## config.mk

```make
export PLATFORM = sky130hd
export DESIGN_NAME = id_ex_stage
export DESIGN_NICKNAME = d
export VERILOG_FILES = /design/src/rtl/mme_pkg.sv /design/src/rtl/fwd_select.sv /design/src/rtl/id_ex_stage.sv
export SDC_FILE = /design/constraint.sdc
export NUM_CORES = 1
export LEC_CHECK = 0
export CORE_AREA = 2 2 369 371
export DETAILED_ROUTE_END_ITERATION = 16
export DIE_AREA = 0 0 371 373
export HOLD_SLACK_MARGIN = 0.08
export MAX_ROUTING_LAYER = met4
export PLACE_DENSITY_LB_ADDON = 0.08
export SYNTH_ARGS = -nofsm -noshare
export SYNTH_HDL_FRONTEND = slang
export SYNTH_SLANG_ARGS = --single-unit
```

## constraint.sdc

```tcl
create_clock -name clk -period 21.9 [get_ports clk]
set_input_delay 3.285 -clock clk [delete_from_list [all_inputs] [get_ports clk]]
set_output_delay 3.285 -clock clk [all_outputs]
set_load 0.005 [all_outputs]
```

## src/rtl/mme_pkg.sv

```systemverilog
// Shared constants and types for the multimedia execute pipeline.
// Latency: n/a (declarations only).
// Backpressure: n/a.
package mme_pkg;

  localparam int REG_WIDTH  = 128;
  localparam int IDX_WIDTH  = 5;
  localparam int OP_WIDTH   = 8;
  localparam int CTRL_WIDTH = 2;

  // R4 ctrl bit positions
  localparam int CTRL_SUB = 1;  // multiply-subtract instead of multiply-add
  localparam int CTRL_HI  = 0;  // operate on the high halfword

  typedef enum logic [OP_WIDTH-1:0] {
    OP_NOP    = 8'h00,
    OP_MADD_W = 8'h01,
    OP_MADD_L = 8'h02,
    OP_ADD_H  = 8'h10,
    OP_SUB_H  = 8'h11,
    OP_AND    = 8'h20,
    OP_OR     = 8'h21,
    OP_XOR    = 8'h22
  } mme_op_e;

  // Control fields that travel alongside the operands into EX
  typedef struct packed {
    logic [OP_WIDTH-1:0]   opcode;
    logic [CTRL_WIDTH-1:0] ctrl;
    logic                  we;
    logic [IDX_WIDTH-1:0]  rd_idx;
  } id_ex_hdr_t;

  // r0 is hardwired to zero regardless of what the register file returns
  function automatic logic [REG_WIDTH-1:0] zero_r0(input logic [IDX_WIDTH-1:0] idx,
                                                   input logic [REG_WIDTH-1:0] data);
    return (idx == '0) ? '0 : data;
  endfunction

endpackage

```

## src/rtl/fwd_select.sv

```systemverilog
// Operand source select: register file, writeback bypass, or held value.
// Latency: combinational.
// Backpressure: none; the caller decides when the result is registered.
module fwd_select
  import mme_pkg::*;
(
  input  logic [IDX_WIDTH-1:0] idx,
  input  logic [REG_WIDTH-1:0] rf_data,
  input  logic [REG_WIDTH-1:0] held_data,
  input  logic                 held,
  input  logic                 wb_we,
  input  logic [IDX_WIDTH-1:0] wb_idx,
  input  logic [REG_WIDTH-1:0] wb_data,
  output logic [REG_WIDTH-1:0] next_data
);

  logic wb_hit;

  // A writeback to r0 never counts as a hit
  assign wb_hit = wb_we && (idx != '0) && (wb_idx == idx);

  // Held operands only change on a bypass hit; fresh ones obey the r0 rule first
  always_comb begin
    next_data = held_data;
    if (held) begin
      if (wb_hit) next_data = wb_data;
    end else begin
      next_data = wb_hit ? wb_data : zero_r0(idx, rf_data);
    end
  end

endmodule

```

## src/rtl/id_ex_stage.sv

```systemverilog
// ID/EX pipeline register: one instruction + three resolved 128-bit operands for the ALU.
// Latency: 1 cycle in -> out; a held entry can be replaced on the same edge it drains.
// Backpressure: in_ready = !out_valid | out_ready (single entry); flush drops held and incoming.
// Build option: define ID_EX_FORWARD_EN to bypass the writeback bus at capture and while stalled.
module id_ex_stage
  import mme_pkg::*;
(
  input  logic                  clk,
  input  logic                  rst,
  input  logic                  flush,
  input  logic                  in_valid,
  output logic                  in_ready,
  input  logic [OP_WIDTH-1:0]   in_opcode,
  input  logic [CTRL_WIDTH-1:0] in_ctrl,
  input  logic                  in_we,
  input  logic [IDX_WIDTH-1:0]  in_rd_idx,
  input  logic [IDX_WIDTH-1:0]  in_rs1_idx,
  input  logic [IDX_WIDTH-1:0]  in_rs2_idx,
  input  logic [IDX_WIDTH-1:0]  in_rs3_idx,
  input  logic [REG_WIDTH-1:0]  in_rs1_data,
  input  logic [REG_WIDTH-1:0]  in_rs2_data,
  input  logic [REG_WIDTH-1:0]  in_rs3_data,
  input  logic                  wb_we,
  input  logic [IDX_WIDTH-1:0]  wb_idx,
  input  logic [REG_WIDTH-1:0]  wb_data,
  output logic                  out_valid,
  input  logic                  out_ready,
  output logic [OP_WIDTH-1:0]   out_opcode,
  output logic [CTRL_WIDTH-1:0] out_ctrl,
  output logic                  out_we,
  output logic [IDX_WIDTH-1:0]  out_rd_idx,
  output logic [REG_WIDTH-1:0]  out_rs1,
  output logic [REG_WIDTH-1:0]  out_rs2,
  output logic [REG_WIDTH-1:0]  out_rs3
);

  typedef enum logic {EMPTY, FULL} state_e;

  state_e               state_q, state_d;
  logic                 load;
  id_ex_hdr_t           hdr_q;
  logic [IDX_WIDTH-1:0] src_idx  [3];
  logic [REG_WIDTH-1:0] src_data [3];
  logic [REG_WIDTH-1:0] rs_q     [3];
  logic [REG_WIDTH-1:0] rs_d     [3];
  logic                 rs_en;

  assign out_valid = (state_q == FULL);
  assign in_ready  = !out_valid || out_ready;
  assign load      = in_valid && in_ready && !flush;

  assign src_idx[0]  = in_rs1_idx;
  assign src_idx[1]  = in_rs2_idx;
  assign src_idx[2]  = in_rs3_idx;
  assign src_data[0] = in_rs1_data;
  assign src_data[1] = in_rs2_data;
  assign src_data[2] = in_rs3_data;

  // Occupancy state register
  always_ff @(posedge clk or posedge rst) begin
    if (rst) state_q <= EMPTY;
    else     state_q <= state_d;
  end

  // Next occupancy: flush wins, then load (also covers load+drain), then drain
  always_comb begin
    state_d = state_q;
    case (state_q)
      EMPTY: if (load) state_d = FULL;
      FULL: begin
        if (flush)          state_d = EMPTY;
        else if (load)      state_d = FULL;
        else if (out_ready) state_d = EMPTY;
      end
      default: state_d = EMPTY;
    endcase
  end

  // Control fields: captured on load; a flush only needs to kill the write enable
  always_ff @(posedge clk or posedge rst) begin
    if (rst) begin
      hdr_q <= '0;
    end else if (flush) begin
      hdr_q.we <= 1'b0;
    end else if (load) begin
      hdr_q <= '{opcode: in_opcode, ctrl: in_ctrl, we: in_we, rd_idx: in_rd_idx};
    end
  end

`ifdef ID_EX_FORWARD_EN
  logic                 stall;
  logic [IDX_WIDTH-1:0] held_idx_q [3];

  assign stall = out_valid && !out_ready;
  // Held operands may pick up a writeback while the stage is stalled
  assign rs_en = load || (stall && !flush);

  for (genvar i = 0; i < 3; i++) begin : g_fwd
    fwd_select u_fwd (
      .idx       (load ? src_idx[i] : held_idx_q[i]),
      .rf_data   (src_data[i]),
      .held_data (rs_q[i]),
      .held      (!load),
      .wb_we     (wb_we),
      .wb_idx    (wb_idx),
      .wb_data   (wb_data),
      .next_data (rs_d[i])
    );

    // Source index kept so a stalled operand knows which writeback to watch
    always_ff @(posedge clk or posedge rst) begin
      if (rst)       held_idx_q[i] <= '0;
      else if (load) held_idx_q[i] <= src_idx[i];
    end
  end
`else
  logic unused_wb;

  assign unused_wb = ^{wb_we, wb_idx, wb_data};
  assign rs_en     = load;

  for (genvar i = 0; i < 3; i++) begin : g_nofwd
    assign rs_d[i] = zero_r0(src_idx[i], src_data[i]);
  end
`endif

  // Operand registers
  for (genvar i = 0; i < 3; i++) begin : g_rs
    always_ff @(posedge clk or posedge rst) begin
      if (rst)        rs_q[i] <= '0;
      else if (rs_en) rs_q[i] <= rs_d[i];
    end
  end

  assign out_opcode = hdr_q.opcode;
  assign out_ctrl   = hdr_q.ctrl;
  assign out_we     = hdr_q.we;
  assign out_rd_idx = hdr_q.rd_idx;
  assign out_rs1    = rs_q[0];
  assign out_rs2    = rs_q[1];
  assign out_rs3    = rs_q[2];

endmodule
```

==> results of run 1 <==
-- where the power goes --
group	leakage, nW	internal, mW	switching [mW]	total (mW)
Sequential	4.97	0.852	0.0689	0.921
Clock	0.873	0.543	0.372	0.915
Combinational	4.69	0.340	0.210	0.551
-- routing by layer --
metal	vias up	track usage, %	wire length [µm]
met4	0	3.751	1741
met1	7698	13.30	33420
met3	82	4.805	7935
met5	-	-	0
met2	520	20.81	43520
li1	6719	-	-
-- worst reg2reg max path, stage by stage, from the launching register on --
cell	delay, ns
dfrtp_1	0.48
nand2b_4	0.31
nand2_4	0.69
buf_4	0.87
buf_4	0.95
buf_4	0.68
mux2_2	0.46
-- final cells by class --
type / instances / area share [%]
timing repair buffer: 845 / 29.31
multi-input combinational: 796 / 21.58
inverter: 2 / 0.05217
antenna: 26 / 0.2261
sequential: 401 / 34.86
clock buffer: 90 / 5.986
tap: 1781 / 7.742
clock inverter: 7 / 0.2391
-- stage by stage --
stage               setup WS, ns  util (%)  std cells
floorplan                  7.462         -       1371
global placement           13.85     20.00       3825
detailed placement         13.87     20.00       3825
CTS                        13.87     21.33       3922
global route               13.82     21.38       3947
finish                     13.89     21.38       3948
-- worst max-delay path by stage --
| stage | slack (ns) | cells past startpoint | startpoint | to |
|---|---|---|---|---|
| after floorplan | 7.46 | 1 | rst | out_ctrl[0]$_DFFE_PP0P_ |
| after global placement | 13.85 | 3 | out_ready | in_ready |
| after detailed placement | 13.87 | 3 | out_ready | in_ready |
| after CTS | 13.87 | 3 | out_ready | in_ready |
| after global routing | 13.82 | 3 | out_ready | in_ready |
| final | 13.89 | 3 | out_ready | in_ready |
-- logic make-up after synthesis --
family / count (synthesis) / share of synthesized area, %
compound gates: 387 / 22.91
flops: 401 / 57.35
mux: 15 / 0.9654
buf+inv: 174 / 7.280
simple gates: 394 / 11.49
-- flip-flops by register name, indices dropped and copies added (netlist names) --
name        count
out_rs1       128
out_ctrl        2
out_valid       1
out_rs2       128
out_we          1
out_rd_idx      5
out_opcode      8
out_rs3       128
-- cells in the final DEF, fill, tap and decap left out, types with 2 or more instances in the layout --
master	instances
a21oi_1	2
buf_12	3
buf_4	21
clkbuf_1	18
clkbuf_16	59
clkbuf_8	13
clkdlybuf4s50_1	821
clkinv_2	3
clkinvlp_4	2
dfrtp_1	401
diode_2	26
mux2_2	15
nand3_1	385
nor2_4	3
o2bb2ai_1	284
o2bb2ai_2	100
or4_4	3
==> metrics.md, run 1 <==
| Metric | Value |
|---|---|
| Hold_ws | `0.4817 ns` |
| Drt pass-1 iters | `4` |
| Number of buffers added on ports | `821` |
| I/O pin count | `956` |
| Wire per inst | `21.94 µm` |
| Area Growth Syn to Fin | `64.50%` |
| Via count | `15019` |
| Avg Vias per Cell | `3.804` |
| Routability congestion estimate | `0.7580` |
| R2r endpoint | `out_opcode[2]$_DFFE_PP0P_` |
| Setup bufs post-CTS | `0` |
| Grt ovf | `0` |
| Resize count post-CTS | `0` |
| Final wirelength | `86620 µm` |
| Min Tclk post-route | `8.008 ns` |
| Maximum VDD drop | `53.39 µV` |
| Multi-input logic area | `6211 µm²` |
| Clk pin slew, worst setup/hold paths | `0.05 ns` |
| Largest net degree at the start of global routing | `173` |
| Status | `complete, no violations` |
| Worst Skew | `0.01593 ns` |
| Root Buffer | `clkbuf_16` |
| Worst hold path class | `reg -> reg` |
| Power Dens Cells | `82.92 nW/µm²` |
| Overall Power | `2.387 mW` |
| Post-Syn Instances | `1371` |
| Synth warnings | `0` |
| CTS HTree Levels | `2` |
| CTS Sinks | `401` |
| CP required | `18.62 ns` |
| Total Routing Usage GR | `12.35%` |
| Syn Area/Cell | `12.76 µm²` |
| Max Root-Sink Buffers | `3` |
| F_max | `124.9 MHz` |
| # setup viols final | `0` |
| P_leak | `10.54 nW` |
| Hold wc startpoint | `out_rs1[2]$_DFFE_PP0P_` |
| Row Count | `135` |
| Post-synth top area share | `57.35%` |
| Fin crit share | `36.56%` |
| Crit-path max FO | `31` |
| Reg-to-Reg Start | `out_valid$_DFF_PP0_` |
| EDFF count, synth | `0` |
| Crit. End Element | `primary output` |
| Vias in the first global route | `16281` |
| Layout Nets | `2657` |
| R2R setup slack | `17.36 ns` |
| Crit-path most repeated cell | `clkdlybuf4s50_1` |
| Core ar. | `134600 µm²` |
| RSZ-0062 raised after global routing | `false` |
| Skew-Pair Late Insertion Delay | `0.64 ns` |
| Final hold vios | `0` |
| Slew headroom | `23.20%` |
| Setup CP Type | `in -> out` |
| Mapped cell area | `17500 µm²` |
| Antenna-violating nets left | `0` |
| DP HPWL | `58310 µm` |
| Cell area after placement | `26920 µm²` |
| Hold endpoint | `out_rs1[2]$_DFFE_PP0P_` |
| First-pass GRT wire length | `122600 µm` |
| CTS tree | `built` |
| Final setup TNS | `0 ns` |
| Most frequent cell after synthesis | `dfrtp_1` |
| CTS buffer count | `57` |
| Distinct cells, synth | `20` |
| Post-route design area | `28780 µm²` |
| Ys flop type | `dfrtp_1` |
| FILL cells | `14518` |
| Layout cells sized above 1 | `10.70%` |
| Commonest cells in the netlist | `401 x dfrtp_1, 385 x nand3_1, 284 x o2bb2ai_1, 100 x o2bb2ai_2, 47 x buf_2` |
| Die Ht | `373 µm` |
| Top delay family on crit path | `buffers and inverters` |
| Iter 0 DRT Violations | `662` |
| Worst Path Buf+Inv | `2` |
| Net Count, Synth | `1925` |
| CP peak stage delay | `0.59 ns` |
| Worst Tran Pin Value | `1.152 ns` |
| Hold Path Cell Cnt | `1` |
| Slowest-stage cell, CP | `clkdlybuf4s50_1` |
| DRC | `0` |
| Arrival time at the worst endpoint | `4.72 ns` |
| Chip Width | `371 µm` |
| Yosys reg bits | `401` |
| Post-CTS Hold Fix Bufs | `0` |
| CP cell instances | `clkdlybuf4s50_1 -> nand2b_4 -> clkdlybuf4s50_1` |
| Largest cells by area after synthesis | `dfrtp_1 57%, o2bb2ai_1 14%, nand3_1 11%, o2bb2ai_2 8.6%, buf_6 1.9%` |
| Initial antenna violation count | `25` |
| Startpoint class of the critical path | `input port` |
| Post-synthesis async set-or-reset flop share | `100.0%` |
| Initial Utilization | `13.00%` |
| Sequential area share after synthesis | `57.35%` |
| Slew Limit Fails | `0` |
| MaxCap Viol Count | `0` |
| R2R cell count | `6` |
| DIE AREA | `138400 µm²` |
| Register area | `10030 µm²` |
| Cell taking the most area after synthesis | `dfrtp_1` |
Power figures use the tool's default switching activity.
==> run 2: changes to the inputs <==
==> constraint.sdc (replaced) <==
create_clock -name clk -period 6.8 [get_ports clk]
set_input_delay 1.02 -clock clk [delete_from_list [all_inputs] [get_ports clk]]
set_output_delay 1.02 -clock clk [all_outputs]
set_load 0.005 [all_outputs]
==> metrics.md, run 2 (synthesis results as in run 1) <==
| Metric | Value |
|---|---|
| Row Count | `135` |
| Final setup TNS | `0 ns` |
| F_max | `278.8 MHz` |
| Min Tclk post-route | `3.586 ns` |
| CP cell instances | `clkdlybuf4s50_1 -> nand2b_4 -> clkdlybuf4s50_1` |
| Clk pin slew, worst setup/hold paths | `0.05 ns` |
| Fin crit share | `52.74%` |
| Core ar. | `134600 µm²` |
| Largest net degree at the start of global routing | `143` |
| CTS HTree Levels | `2` |
| CP required | `5.78 ns` |
| R2R cell count | `5` |
| DP HPWL | `57470 µm` |
| Crit-path most repeated cell | `clkdlybuf4s50_1` |
| Startpoint class of the critical path | `input port` |
| Hold endpoint | `out_rs3[4]$_DFFE_PP0P_` |
| Commonest non-fill, non-tap cells in the layout | `821 x clkdlybuf4s50_1, 401 x dfrtp_1, 385 x nand3_1` |
| Initial Utilization | `13.00%` |
| Slowest-stage cell, CP | `clkdlybuf4s50_1` |
| Slew Limit Fails | `0` |
| Hold wc startpoint | `out_rs3[4]$_DFFE_PP0P_` |
| DIE AREA | `138400 µm²` |
| Final hold vios | `0` |
| P_leak | `10.71 nW` |
| CTS buffer count | `58` |
| Die Ht | `373 µm` |
| # setup viols final | `0` |
| Routability congestion estimate | `0.7658` |
| DRC | `0` |
| Setup bufs post-CTS | `0` |
| R2R setup slack | `4.01 ns` |
| Layout Nets | `2662` |
| CTS tree | `built` |
| Grt ovf | `0` |
| Top delay family on crit path | `buffers and inverters` |
| Number of buffers added on ports | `821` |
| Skew-Pair Late Insertion Delay | `0.64 ns` |
| Worst hold path class | `reg -> reg` |
| Slew headroom | `33.72%` |
| Resize count post-CTS | `0` |
| Register area | `10030 µm²` |
| Crit-path max FO | `37` |
| Maximum VDD drop | `167.4 µV` |
| MaxCap Viol Count | `0` |
| First-pass GRT wire length | `122800 µm` |
| Worst Tran Pin Value | `0.9943 ns` |
| Arrival time at the worst endpoint | `2.57 ns` |
| Antenna-violating nets left | `0` |
| Chip Width | `371 µm` |
| Drt pass-1 iters | `4` |
| Reg-to-Reg Start | `out_valid$_DFF_PP0_` |
| Root Buffer | `clkbuf_16` |
| Layout cells sized above 1 | `11.42%` |
| Hold_ws | `0.4832 ns` |
| CP peak stage delay | `0.60 ns` |
| CTS Sinks | `401` |
| Initial antenna violation count | `22` |
| Crit. End Element | `primary output` |
| Avg Vias per Cell | `3.781` |
| Hold Path Cell Cnt | `1` |
| Worst Path Buf+Inv | `2` |
| Setup CP Type | `in -> out` |
| Commonest non-fill, non-tap cell in the layout | `clkdlybuf4s50_1` |
| Status | `complete, no violations` |
| Vias in the first global route | `16295` |
| Max Root-Sink Buffers | `3` |
| FILL cells | `14467` |
| I/O pin count | `956` |
| RSZ-0062 raised after global routing | `false` |
| Multi-input logic area | `6211 µm²` |
| Total Routing Usage GR | `12.33%` |
| Iter 0 DRT Violations | `681` |
| R2r endpoint | `out_rs2[80]$_DFFE_PP0P_` |
| Final wirelength | `85850 µm` |
| Power Dens Cells | `272.8 nW/µm²` |
| Area Growth Syn to Fin | `66.60%` |
| Worst Skew | `0.01855 ns` |
| Via count | `14974` |
| Post-CTS Hold Fix Bufs | `0` |
| Wire per inst | `21.68 µm` |
## run 2: cell count changes in the layout (fill, tap and decap cells not counted), sizes merged
cell / change
diode: -2
buf: +4
inv: -2
clkbuf: +1
clkinv: +8
bufinv: +4
clkinvlp: -1
## run 2: worst max-delay path by stage
stage	from	end	slack, ns	cells past startpoint
2_1_floorplan	rst	out_ctrl[0]$_DFFE_PP0P_	0.38	1
3_3_place_gp	out_ready	out_rs2[44]$_DFFE_PP0P_	3.03	6
3_5_place_dp	out_ready	out_rs2[94]$_DFFE_PP0P_	3.07	6
4_1_cts	out_ready	in_ready	3.19	3
5_1_grt	out_ready	in_ready	3.13	3
6_report	out_ready	in_ready	3.21	3
## run 2: where the power goes
part           switching (mW)  internal [mW]
logic                   0.673           1.10
clock network            1.25           1.96
registers               0.222           2.74
total                    2.14           5.81
## run 2: worst reg2reg max path: cells and delay by family (launching register included)
kind	cells	cell delay, ns
AOI/OAI and AO/OA	1	0.18
buffers and inverters	2	0.94
DFF	1	0.53
and+or+nand+nor	2	1.02
## run 2: per-layer routing
metal	vias to the layer above	share of wire, %	GRT usage (%)	wire length (µm)
met5	-	0	-	0
met4	0	2.0	3.140	1712
met3	83	8.9	4.519	7639
met2	521	49	20.18	41710
met1	7617	41	14.18	34790
li1	6753	-	-	-
## run 2: cell type report
cell class	instances	share of cell area [%]
antenna	24	0.2060
clock buffer	91	6.061
clock inverter	16	0.8069
inverter	2	0.03863
multi-input combinational	796	21.31
sequential	401	34.42
tap	1781	7.644
timing repair buffer	849	29.51
## run 2: through the flow
step	power (mW)	instance area [µm²]	utilization [%]	instances	worst slack, ns
floorplan	3.556	17500	-	1371	0.3802
finish	7.952	29150	21.65	3960	3.214
detailed placement	4.821	27090	20.12	3829	3.066
global route	8.379	29140	21.65	3957	3.128
CTS	8.168	29090	21.61	3936	3.192
global placement	4.832	27090	20.12	3829	3.033
==> run 3: changes to the inputs <==
==> constraint.sdc (replaced) <==
create_clock -name clk -period 2.9 [get_ports clk]
set_input_delay 0.435 -clock clk [delete_from_list [all_inputs] [get_ports clk]]
set_output_delay 0.435 -clock clk [all_outputs]
set_load 0.005 [all_outputs]
==> metrics.md, run 3 (synthesis results as in run 1) <==
| Metric | Value |
|---|---|
| CTS Sinks | `401` |
| CP peak stage delay | `0.55 ns` |
| CP required | `2.47 ns` |
| Post-route design area | `29490 µm²` |
| R2R setup slack | `0.93 ns` |
| Antenna-violating nets left | `0` |
| Int Pwr | `13.24 mW` |
| I/O pin count | `956` |
| Slew headroom | `54.53%` |
| Die Ht | `373 µm` |
| Iter 0 DRT Violations | `685` |
| Chip Width | `371 µm` |
| F_max | `419.6 MHz` |
| Max Root-Sink Buffers | `3` |
| Initial Utilization | `13.00%` |
| R2r endpoint | `out_rs2[56]$_DFFE_PP0P_` |
| Hold wc startpoint | `in_rs3_data[31]` |
| Slowest-stage cell, CP | `clkdlybuf4s50_1` |
| Worst hold path class | `in -> reg` |
| Setup CP Type | `reg -> out` |
| Total Routing Usage GR | `12.60%` |
| P_leak | `10.91 nW` |
| Vias in the first global route | `16528` |
| Hold endpoint | `out_rs3[31]$_DFFE_PP0P_` |
| Reg-to-Reg Start | `out_valid$_DFF_PP0_` |
| First-pass GRT wire length | `125200 µm` |
| Worst Skew | `0.01693 ns` |
| CTS buffer count | `58` |
| DP HPWL | `62490 µm` |
| CTS HTree Levels | `2` |
| Layout Nets | `2711` |
| Clock group share of total power | `38.5%` |
| Crit. End Element | `primary output` |
| Resize count post-CTS | `0` |
| Status | `complete, no violations` |
| Worst Tran Pin Value | `0.6820 ns` |
| Sw Pwr | `4.977 mW` |
| Multi-input logic area | `6211 µm²` |
| Final hold vios | `0` |
| Clk pin slew, worst setup/hold paths | `0.06 ns` |
| Routability congestion estimate | `0.7666` |
| Fin crit share | `82.19%` |
| Root Buffer | `clkbuf_16` |
| Area Growth Syn to Fin | `68.54%` |
| Commonest non-fill, non-tap cell in the layout | `clkdlybuf4s50_1` |
| # setup viols final | `0` |
| DRC | `0` |
| Wire per inst | `21.88 µm` |
| Startpoint class of the critical path | `flop` |
| Combinational share of power | `23.3%` |
| FILL cells | `14448` |
| Core ar. | `134600 µm²` |
| Final wirelength | `87410 µm` |
| Initial antenna violation count | `13` |
| Commonest non-fill, non-tap cells in the layout | `821 x clkdlybuf4s50_1, 401 x dfrtp_1, 385 x nand3_1` |
| Sw frac | `27.33%` |
| MaxCap Viol Count | `0` |
| CP cell instances | `nand2b_4 -> clkdlybuf4s50_1` |
| Hold_ws | `0.3486 ns` |
| Final setup TNS | `0 ns` |
| Row Count | `135` |
| Register area | `10030 µm²` |
| Number of buffers added on ports | `821` |
| Crit-path max FO | `7` |
| Avg Vias per Cell | `3.790` |
| CTS tree | `built` |
| Power Dens Cells | `617.6 nW/µm²` |
| Hold Path Cell Cnt | `3` |
| Largest net degree at the start of global routing | `105` |
| Via count | `15146` |
| Drt pass-1 iters | `4` |
| R2R cell count | `5` |
| Min Tclk post-route | `2.383 ns` |
| Maximum VDD drop | `464.5 µV` |
| Arrival time at the worst endpoint | `1.95 ns` |
| Grt ovf | `0` |
| Slew Limit Fails | `0` |
| Layout cells sized above 1 | `12.69%` |
| DIE AREA | `138400 µm²` |
| RSZ-0062 raised after global routing | `false` |
| Sequential Power Share | `38.2%` |
| Cell area after placement | `27640 µm²` |
| Skew-Pair Late Insertion Delay | `0.64 ns` |
[run 3: cell types whose count changed in the layout (fill, tap and decap cells not counted), sizes merged]
cell	delta
diode	-7
dlygate4sd3	+1
inv	+2
bufinv	-2
clkinv	-5
clkbuf	-1
buf	+48
[run 3: stage by stage]
stage,power (mW),instances,util [%],setup slack (ns)
after detailed placement,11.39,3877,20.53,0.4541
final,18.21,3996,21.91,0.5166
after floorplan,8.339,1371,-,-2.935
after CTS,18.72,3979,21.87,0.3886
after global placement,11.42,3877,20.53,0.4324
after global routing,19.23,3992,21.90,0.3923
[run 3: worst max path at each step]
stage	start	end	slack, ns	cells after the start
2_1_floorplan	rst	out_ctrl[0]$_DFFE_PP0P_	-2.93	1
3_3_place_gp	out_ready	out_rs1[74]$_DFFE_PP0P_	0.43	5
3_5_place_dp	in_valid	out_rs3[6]$_DFFE_PP0P_	0.45	5
4_1_cts	out_valid$_DFF_PP0_	in_ready	0.39	2
5_1_grt	out_valid$_DFF_PP0_	in_ready	0.39	2
6_report	out_valid$_DFF_PP0_	in_ready	0.52	2
[run 3: cell type report]
type	count	share of cell area, %
clock buffers	90	5.639
repair buffers	898	31.07
flip-flops and latches	401	34.03
diodes	17	0.1443
well taps	1781	7.557
clock inverters	11	0.4667
multi-input cells	796	21.06
inverters	2	0.03819
[run 3: worst max-delay path: cells and delay by family (launching register included)]
kind	cells	cell delay [ns]
flops	1	0.49
buf+inv	1	0.55
simple gates	1	0.28
[run 3: power by group through the flow]
| stage | sequential (mW) | combinational (mW) | clock (mW) |
|---|---|---|---|
| CTS | 6.96 | 4.38 | 7.38 |
| detailed placement | 7.03 | 4.36 | 0 |
| finish | 6.95 | 4.25 | 7.01 |
| global route | 7.06 | 4.55 | 7.61 |
| global placement | 7.04 | 4.38 | 0 |
| floorplan | 7.07 | 1.27 | 0 |
[run 3: repair_timing]
action | CTS | global route
hold buffers | 1 | 0
endpoints found under the hold margin | 3 | 0
setup buffers | 0 | 0
[run 3: routing by layer]
layer	GRT usage (%)	part of all wire, %	up-vias
li1	-	-	6854
met1	14.42	40	7689
met2	21.02	50	523
met3	4.406	8.3	80
met4	2.887	1.6	0
met5	-	0	-
